File: src/rtl/bf16_op_pkg.sv
// Shared widths and types for the bf16 operand loader and the a*b + c*d operation stage.
package bf16_op_pkg;

    localparam int BF16_W      = 16;
    localparam int WORD_W      = 32;
    localparam int N_SLOTS     = 2;
    localparam int CNT_W       = $clog2(N_SLOTS + 1);
    localparam int ISSUE_CNT_W = 16;

    localparam logic [CNT_W-1:0] SLOTS_FULL = CNT_W'(N_SLOTS);

    typedef logic [BF16_W-1:0] bf16_t;

    typedef struct packed {
        bf16_t a;
        bf16_t b;
        bf16_t c;
        bf16_t d;
    } operand_set_t;

    typedef enum logic [1:0] {
        IDLE,
        ASSERT,
        HOLD
    } issue_state_t;

endpackage

File: src/rtl/bf16_operand_slot_buf.sv
// Two-entry ring of operand sets; each set is assembled from two words ({a,b} then {c,d}).
module bf16_operand_slot_buf
    import bf16_op_pkg::*;
(
    input  logic              clk,
    input  logic              rst,
    input  logic              push_i,
    input  logic [WORD_W-1:0] word_i,
    input  logic              pop_i,
    output logic [CNT_W-1:0]  count_o,
    output operand_set_t      head_set_o
);

    operand_set_t     slots_q [N_SLOTS];
    operand_set_t     slots_d [N_SLOTS];
    logic             head_q, head_d;
    logic             tail_q, tail_d;
    logic             half_q, half_d;
    logic [CNT_W-1:0] count_q, count_d;
    logic             push_ok;
    logic             pop_ok;
    logic             push_complete;

    // A half-written tail slot is invisible to count, so it never issues early.
    always_comb begin
        push_ok       = push_i && (count_q != SLOTS_FULL);
        pop_ok        = pop_i && (count_q != '0);
        push_complete = push_ok && half_q;

        slots_d = slots_q;
        if (push_ok) begin
            if (half_q) begin
                slots_d[tail_q].c = word_i[WORD_W-1:BF16_W];
                slots_d[tail_q].d = word_i[BF16_W-1:0];
            end else begin
                slots_d[tail_q].a = word_i[WORD_W-1:BF16_W];
                slots_d[tail_q].b = word_i[BF16_W-1:0];
            end
        end

        half_d = half_q ^ push_ok;
        tail_d = tail_q ^ push_complete;
        head_d = head_q ^ pop_ok;

        count_d = count_q;
        if (push_complete && !pop_ok) begin
            count_d = count_q + CNT_W'(1);
        end else if (!push_complete && pop_ok) begin
            count_d = count_q - CNT_W'(1);
        end
    end

    always_ff @(posedge clk) begin
        if (rst) begin
            slots_q <= '{default: '0};
            head_q  <= 1'b0;
            tail_q  <= 1'b0;
            half_q  <= 1'b0;
            count_q <= '0;
        end else begin
            slots_q <= slots_d;
            head_q  <= head_d;
            tail_q  <= tail_d;
            half_q  <= half_d;
            count_q <= count_d;
        end
    end

    assign count_o    = count_q;
    assign head_set_o = slots_q[head_q];

endmodule

File: src/rtl/bf16_operand_loader.sv
// Packs co-processor words into {a,b,c,d} sets and issues them to the bf16 operation stage,
// holding the operands stable until the stage releases BUSY.
module bf16_operand_loader
    import bf16_op_pkg::*;
(
    input  logic                   clk,
    input  logic                   rst,
    input  logic [WORD_W-1:0]      in_word,
    input  logic                   in_STB,
    output logic                   in_BUSY,
    output bf16_t                  input_a,
    output bf16_t                  input_b,
    output bf16_t                  input_c,
    output bf16_t                  input_d,
    output logic                   op1_input_STB,
    input  logic                   op1_BUSY,
    output logic [CNT_W-1:0]       sets_pending,
    output logic [ISSUE_CNT_W-1:0] sets_issued
);

    issue_state_t           state_q;
    logic                   stb_q;
    operand_set_t           operands_q;
    operand_set_t           head_set;
    logic [CNT_W-1:0]       count;
    logic [ISSUE_CNT_W-1:0] sets_issued_q, sets_issued_d;
    logic                   word_accept;
    logic                   pop;

    assign in_BUSY     = rst || (count == SLOTS_FULL);
    assign word_accept = in_STB && !in_BUSY;
    assign pop         = (state_q == HOLD) && !op1_BUSY;

    bf16_operand_slot_buf u_slot_buf (
        .clk        (clk),
        .rst        (rst),
        .push_i     (word_accept),
        .word_i     (in_word),
        .pop_i      (pop),
        .count_o    (count),
        .head_set_o (head_set)
    );

    // Operands load only when leaving IDLE; the stage reads c/d late, so they must not move in HOLD.
    always_ff @(posedge clk) begin
        if (rst) begin
            state_q    <= IDLE;
            stb_q      <= 1'b0;
            operands_q <= '0;
        end else begin
            case (state_q)
                IDLE: begin
                    if (count != '0) begin
                        operands_q <= head_set;
                        stb_q      <= 1'b1;
                        state_q    <= ASSERT;
                    end
                end
                ASSERT: begin
                    if (op1_BUSY) begin
                        stb_q   <= 1'b0;
                        state_q <= HOLD;
                    end
                end
                HOLD: begin
                    if (!op1_BUSY) begin
                        state_q <= IDLE;
                    end
                end
                default: begin
                    stb_q   <= 1'b0;
                    state_q <= IDLE;
                end
            endcase
        end
    end

    assign sets_issued_d = pop ? sets_issued_q + ISSUE_CNT_W'(1) : sets_issued_q;

    always_ff @(posedge clk) begin
        if (rst) begin
            sets_issued_q <= '0;
        end else begin
            sets_issued_q <= sets_issued_d;
        end
    end

    assign input_a       = operands_q.a;
    assign input_b       = operands_q.b;
    assign input_c       = operands_q.c;
    assign input_d       = operands_q.d;
    assign op1_input_STB = stb_q;
    assign sets_pending  = count;
    assign sets_issued   = sets_issued_q;

endmodule
File: config.mk
export PLATFORM = sky130hd
export DESIGN_NAME = bf16_operand_loader
export DESIGN_NICKNAME = d
export VERILOG_FILES = /design/src/rtl/bf16_op_pkg.sv /design/src/rtl/bf16_operand_slot_buf.sv /design/src/rtl/bf16_operand_loader.sv
export SDC_FILE = /design/constraint.sdc
export NUM_CORES = 1
export LEC_CHECK = 0
export CAP_MARGIN = 10
export CORE_MARGIN = 1
export CORE_UTILIZATION = 54
export CTS_BUF_LIST = sky130_fd_sc_hd__clkbuf_4 sky130_fd_sc_hd__clkbuf_8
export DETAILED_ROUTE_END_ITERATION = 10
export GPL_TIMING_DRIVEN = 0
export PLACE_DENSITY = 0.78
export SYNTH_ARGS = -nofsm -noshare
export SYNTH_HDL_FRONTEND = slang
export SYNTH_HIERARCHICAL = 1
export SYNTH_SLANG_ARGS = --single-unit
File: constraint.sdc
create_clock -name clk -period 5.65 [get_ports clk]
set_input_delay 1.13 -clock clk [delete_from_list [all_inputs] [get_ports clk]]
set_output_delay 1.13 -clock clk [all_outputs]
set_load 0.1 [all_outputs]
### Yosys cells after proc, flatten, opt, wreduce, memory -nomap -nowiden

Index checks and enable logic that the tools add are counted.

* add/sub/neg operators: 3
* magnitude comparators: 3
* eq/ne operators: 7
* multiplexer cells: 25
* bitwise operators: 6
* reductions and logical operators: 19

Operator list (number)
* bitwise mux 128 bit: 4
* demux 64 bit (select 1 bit): 4
* two-way mux 64 bit: 4
* two-way mux 128 bit: 1
* two-way mux 48 bit: 1
* two-way mux 32 bit: 1
* adder 16 x 1 -> 16 bit (second input constant): 1
* two-way mux 16 bit: 1
* two-way mux 2 bit: 5
* logical AND 1 bit: 8
* != test 2 bit (second input constant): 4
* one-hot mux 2 bit (3 select lines): 1
* AND reduction 3 bit: 2
* equality test 2 bit (second input constant): 2
* greater-or-equal comparator 2 bit (second input constant): 2
* logical NOT 1 bit: 4
* inverter 1 -> 2 bit: 2
* nonzero test 2 bit: 2
* one-hot mux 1 bit (3 select lines): 1
* bitwise XOR 1 bit: 3
* adder 2 x 1 -> 2 bit (second input constant): 1
* equality test 2 x 1 -> 1 bit (second input constant): 1
* logical NOT 2 bit: 1
* less-than comparator 2 x 1 -> 1 bit (second input constant): 1
* 5 further kinds: 6

* flip-flop bits (word level): 216
* input port bits: 36
* output and inout bits: 84
* logic and storage cells: 82

### Depth between registers and ports, before layout

* depth after elaboration: 10
* depth in mapped cells: 10
* mapped depth without buffers: 9

### Modules after synthesis

Netlist, hierarchy kept.

By module, submodules not included
* bf16_operand_slot_buf: times used 1, cells an instance 548, area an instance 6050.8 µm²
* bf16_operand_loader: times used 1, cells an instance 379, area an instance 3055.4 µm²

### Worst setup path after synthesis

Ideal clock, no wire load.

* path kind: input -> register
* from: input rst
* to: register u_slot_buf.count_q[1] (netlist: u_slot_buf/count_o[1])
* library setup time: 0.070 ns
* data arrival time: 3.437 ns
* slack: 2.143 ns
* cell stages on the path: 10
* cells stage by stage: clkbuf_1 -> a21o_1 -> nor2_1 -> clkbuf_1 -> and2_1 -> ha_1 -> ha_1 -> xor2_1 -> or3_1 -> a21oi_1

* cells in the longest elaborated chain, start to end: 8

Ends and longest elaborated chain
* start, declared: RTL line bf16_operand_loader.sv:7 `input logic rst,`
* logical OR 1 bit (*): RTL line bf16_operand_loader.sv:30 `assign in_BUSY = rst || (count == SLOTS_FULL);`
* named net in_BUSY: RTL line bf16_operand_loader.sv:10 `output logic in_BUSY,`
* logical NOT 1 bit (*): RTL line bf16_operand_loader.sv:31 `assign word_accept = in_STB && !in_BUSY;`
* logical AND 1 bit (*): RTL line bf16_operand_loader.sv:31
* named net word_accept: RTL line bf16_operand_loader.sv:27 `logic word_accept;`
* logical AND 1 bit (*): RTL line bf16_operand_slot_buf.sv:26 `push_ok = push_i && (count_q != SLOTS_FULL);`
* logical AND 1 bit (*): RTL line bf16_operand_slot_buf.sv:28 `push_complete = push_ok && half_q;`
* logical NOT 1 bit: RTL line bf16_operand_slot_buf.sv:48 `end else if (!push_complete && pop_ok) begin`
* logical AND 1 bit: RTL line bf16_operand_slot_buf.sv:48
* nonzero test 2 bit (no source line)
* end signal, assigned: RTL line bf16_operand_slot_buf.sv:65 `count_q <= count_d;`
* end, declared: RTL line bf16_operand_slot_buf.sv:19 `logic [CNT_W-1:0] count_q, count_d;`

The timed path passes the listed nets; every way through them passes the cells marked *.
A chain may end at the register's enable or synchronous reset.

### Worst setup path in the final report

* from: input rst
* to: output in_BUSY

* cells in the longest elaborated chain, start to end: 1

Ends and longest elaborated chain (RTL line)
* logical OR 1 bit: bf16_operand_loader.sv:30
* end, declared: bf16_operand_loader.sv:10

No other way between the ends.

==> impl_metrics.prom <==
# TYPE chip_impl_metric gauge
chip_impl_metric{name="route.met3.wl",unit="um"} 896
chip_impl_info{name="cts.root.buffer_cell",value="clkbuf_8"} 1
chip_impl_metric{name="hold-path-cell-count",unit=""} 2
chip_impl_metric{name="port_buffers",unit=""} 119
chip_impl_info{name="slowest_stage",value="clkdlybuf4s50_1"} 1
chip_impl_metric{name="setup_total_negative_slack",unit="ns"} 0
chip_impl_metric{name="final_period_minus_worst_setup_slack",unit="ns"} 4.85
chip_impl_info{name="cells_traversed_along_the_worst_timing_path",value="clkdlybuf4s50_1, clkbuf_1, a21o_1, clkdlybuf4s50_1"} 1
chip_impl_metric{name="postRouteAntennaNets",unit=""} 0
chip_impl_metric{name="worstPathRequired",unit="ns"} 4.52
chip_impl_metric{name="max_clock_freq",unit="MHz"} 206
chip_impl_metric{name="floorplan.io_pins",unit=""} 120
chip_impl_metric{name="clk_latency",unit="ns"} 0.53
chip_impl_metric{name="tritoncts.num_buffers",unit=""} 37
chip_impl_metric{name="post_drt_wl_per_cell",unit="um"} 17.1
chip_impl_info{name="critical-path-top-delay-family",value="buffers and inverters"} 1
chip_impl_metric{name="reg2reg_depth",unit=""} 9
chip_impl_metric{name="final_min_period_over_clock_period",unit="%"} 85.8
chip_impl_info{name="path_category_of_the_worst_min_delay_check",value="reg2reg"} 1
chip_impl_metric{name="skew",unit="ns"} 0.0147
chip_impl_metric{name="reg2reg_slack",unit="ns"} 3.22
chip_impl_metric{name="fraction_of_final_layout_cells_sized_beyond_drive_strength_1",unit="%"} 14.1
chip_impl_metric{name="cts_setup_buffers",unit=""} 0
chip_impl_metric{name="post-synth-top-area-fraction",unit="%"} 47.5
chip_impl_metric{name="post_drt_via_cell_ratio",unit=""} 5.23
chip_impl_metric{name="p_leak",unit="nW"} 4.59
chip_impl_info{name="status",value="completed"} 1
chip_impl_metric{name="die-width",unit="um"} 132
chip_impl_metric{name="cts.hold.buffers_added",unit=""} 0
chip_impl_metric{name="p_per_area",unit="mW/mm^2"} 290
chip_impl_metric{name="part_of_the_power_in_the_clock_network",unit="%"} 44.3
chip_impl_info{name="area_leader_netlist",value="dfxtp_1"} 1
chip_impl_metric{name="mappedNetlistArea",unit="sq mm"} 0.00911
chip_impl_info{name="yosys-top-cells-area",value="dfxtp_1, mux2i_1, nand2b_1"} 1
chip_impl_metric{name="met1Wirelength",unit="um"} 10500
chip_impl_metric{name="gr-usage-all-layers",unit="%"} 26.0
chip_impl_metric{name="drv_cap",unit=""} 0
chip_impl_metric{name="timing.critical_path.arrival",unit="ns"} 3.72
chip_impl_metric{name="starting_density_of_the_core",unit="%"} 55.1
chip_impl_metric{name="internal-power",unit="mW"} 2.50
chip_impl_metric{name="maximum_number_of_pins_on_one_net_before_global_route_repair",unit=""} 11
chip_impl_metric{name="hold_viol",unit=""} 0
chip_impl_metric{name="synthCells",unit=""} 927
chip_impl_metric{name="grt_overflow_total",unit=""} 0
chip_impl_metric{name="insertedDiodeCount",unit=""} 0
chip_impl_metric{name="synth_nets",unit=""} 966
chip_impl_metric{name="core_region_area",unit="sq mm"} 0.0165
chip_impl_metric{name="power_switching_share",unit="%"} 23.8
chip_impl_metric{name="drt_drc_violations_left",unit=""} 0
chip_impl_metric{name="overall_power_after_layout",unit="mW"} 3.28
chip_impl_metric{name="place_congestion",unit=""} 0.794
chip_impl_metric{name="synth_edf_count",unit=""} 0
chip_impl_metric{name="cp.depth",unit=""} 4
chip_impl_info{name="most_used_dff_post_synth",value="dfxtp_1"} 1
chip_impl_metric{name="critical_path.n_buffers_inverters",unit=""} 3
chip_impl_metric{name="ys_types",unit=""} 41
chip_impl_metric{name="syn_to_final_growth",unit="%"} 24.4
chip_impl_metric{name="grt_antenna_before_repair",unit=""} 0
chip_impl_metric{name="die_y",unit="um"} 132
chip_impl_metric{name="number_of_h_tree_levels",unit=""} 2
chip_impl_info{name="synth_most_common_cell",value="dfxtp_1"} 1
chip_impl_metric{name="share_comb_of_total_power",unit="%"} 7.9
chip_impl_metric{name="synth.yosys.seq_area_share",unit="%"} 47.5
chip_impl_metric{name="clk_path_buf_depth",unit=""} 3
chip_impl_metric{name="detail_route.wirelength",unit="um"} 22700
chip_impl_metric{name="vdd_ir_drop_max",unit="V"} 0.000226
chip_impl_metric{name="clk_transition_reported_paths",unit="ns"} 0.06
chip_impl_metric{name="async_flop_share",unit="%"} 0
chip_impl_metric{name="yosys_warnings",unit=""} 6
chip_impl_info{name="worstSetupStartpointType",value="input pin"} 1
chip_impl_info{name="critical_path.endpoint_type",value="primary output"} 1
chip_impl_metric{name="power.net_switching",unit="mW"} 0.782
chip_impl_metric{name="grt_pass1_vias",unit=""} 6795
chip_impl_info{name="uppermost_layer_routed",value="met4"} 1
chip_impl_metric{name="die_area",unit="sq mm"} 0.0174
chip_impl_info{name="tritoncts",value="yes"} 1
chip_impl_metric{name="final_max_slew_viol_count",unit=""} 0
chip_impl_metric{name="synth_seq_cells",unit=""} 216
chip_impl_metric{name="route.met2.wl",unit="um"} 10900
chip_impl_info{name="unrepaired_setup_endpoints_after_global_routing",value="no"} 1
chip_impl_metric{name="drt-pass1-iter-count",unit=""} 5
chip_impl_metric{name="dp.final_hpwl",unit="um"} 15300
chip_impl_metric{name="p_seq_share",unit="%"} 47.8
chip_impl_info{name="crit_type",value="in2out"} 1
chip_impl_metric{name="critical_path.max_fanout",unit=""} 10
chip_impl_metric{name="worst_slew_margin_rel",unit="%"} 32.0
chip_impl_info{name="yosys-top-cells-count",value="dfxtp_1, nand2b_1, nand2_1"} 1
chip_impl_metric{name="fin_nets",unit=""} 1124
chip_impl_metric{name="dr_total_vias",unit=""} 6940
chip_impl_metric{name="worst_pin_slew",unit="ns"} 1.02
chip_impl_metric{name="grt_pass1_wl",unit="um"} 35800
chip_impl_metric{name="syn_area_cell",unit="sq um"} 9.82
chip_impl_metric{name="post_cts.resized_instances",unit=""} 0
chip_impl_metric{name="fp-row-count",unit=""} 47
chip_impl_metric{name="setup_viol_count_final",unit=""} 0
chip_impl_metric{name="tritoncts_num_sinks",unit=""} 216
chip_impl_metric{name="crit_path_max_incr_delay",unit="ns"} 1.13
chip_impl_info{name="critical_path.most_common_cell",value="clkdlybuf4s50_1"} 1
chip_impl_metric{name="drt_iter0_drc",unit=""} 330
## routing by layer
metal  global-route usage, %  vias to the layer above
met2                    43.6                      158
met3                    4.50                       32
met1                    34.3                     3339
li1                        -                     3411
met4                    7.69                        0
met5                       0                        -
## tightest hold or removal path: stages (launching register included)
cell and delay [ns]:
dfxtp_1 0.31, nand2_1 0.05, a21oi_1 0.05
## sequential cells by signal, indices dropped and copies added, names as in the netlist
name                count
input_a                16
input_b                16
input_c                16
input_d                16
op1_input_STB           1
sets_issued            16
state_q                 2
u_slot_buf/count_o      2
u_slot_buf/half_q       1
u_slot_buf/head_q       1
u_slot_buf/slots_q    128
u_slot_buf/tail_q       1
## cells by family after synthesis
group	synth area share, %
multiplexers	22.2
AND/OR/NAND/NOR	20.5
AO/OA/AOI/OAI	4.58
flip-flops	47.5
adder cells (fa/ha/maj)	0.412
XOR/XNOR	1.35
buffers and inverters	3.46
## final cells by class
class                      count  area, sq um
buffer                        65          300
clock buffer                  58          717
clock inverter                 3         42.5
fill                        1290         5190
inverter                       4         15.0
multi-input combinational    642         4470
sequential                   216         4320
tap                          220          275
timing repair buffer         119         1190
## worst paths after layout
kind                                       startpoint                     to
worst min-delay path                       input_c[6]             input_c[6]
worst max-delay path                              rst                in_BUSY
worst max register to register  u_slot_buf/count_o[0]  u_slot_buf/count_o[1]
worst min register to register             input_c[6]             input_c[6]
## layout by cell type, fill, tap and decap left out, types with 8 or more instances in the layout
cell type	instances
dfxtp_1	216
nand2b_1	160
nand2_1	132
mux2i_1	129
clkdlybuf4s50_1	119
a21oi_1	71
mux2_2	65
clkbuf_8	45
clkbuf_1	39
nor2_1	19
buf_2	15
clkbuf_4	13
xor2_1	8
## per-stage QoR
step           worst slack, ns  area, sq um  util, %  hold slack [ns]  cells
6_report                 0.801        11300     68.6            0.451   1327
5_1_grt                  0.789        11300     68.6            0.469   1327
4_1_cts                  0.836        11300     68.6            0.454   1327
3_5_place_dp             0.845        10600     64.0            0.446   1266
3_3_place_gp             0.826        10600     64.0            0.441   1266
2_1_floorplan             2.14         9110        -            0.446    927
## power by group through the flow
| stage | Clock [mW] | Combinational, mW | Sequential, mW |
|---|---|---|---|
| after floorplan | 0 | 0.141 | 1.63 |
| after global placement | 0 | 0.256 | 1.60 |
| after detailed placement | 0 | 0.258 | 1.60 |
| after CTS | 1.47 | 0.259 | 1.57 |
| after global routing | 1.55 | 0.275 | 1.57 |
| final | 1.45 | 0.260 | 1.57 |
Note: power is estimated with default switching activity, not from simulation.
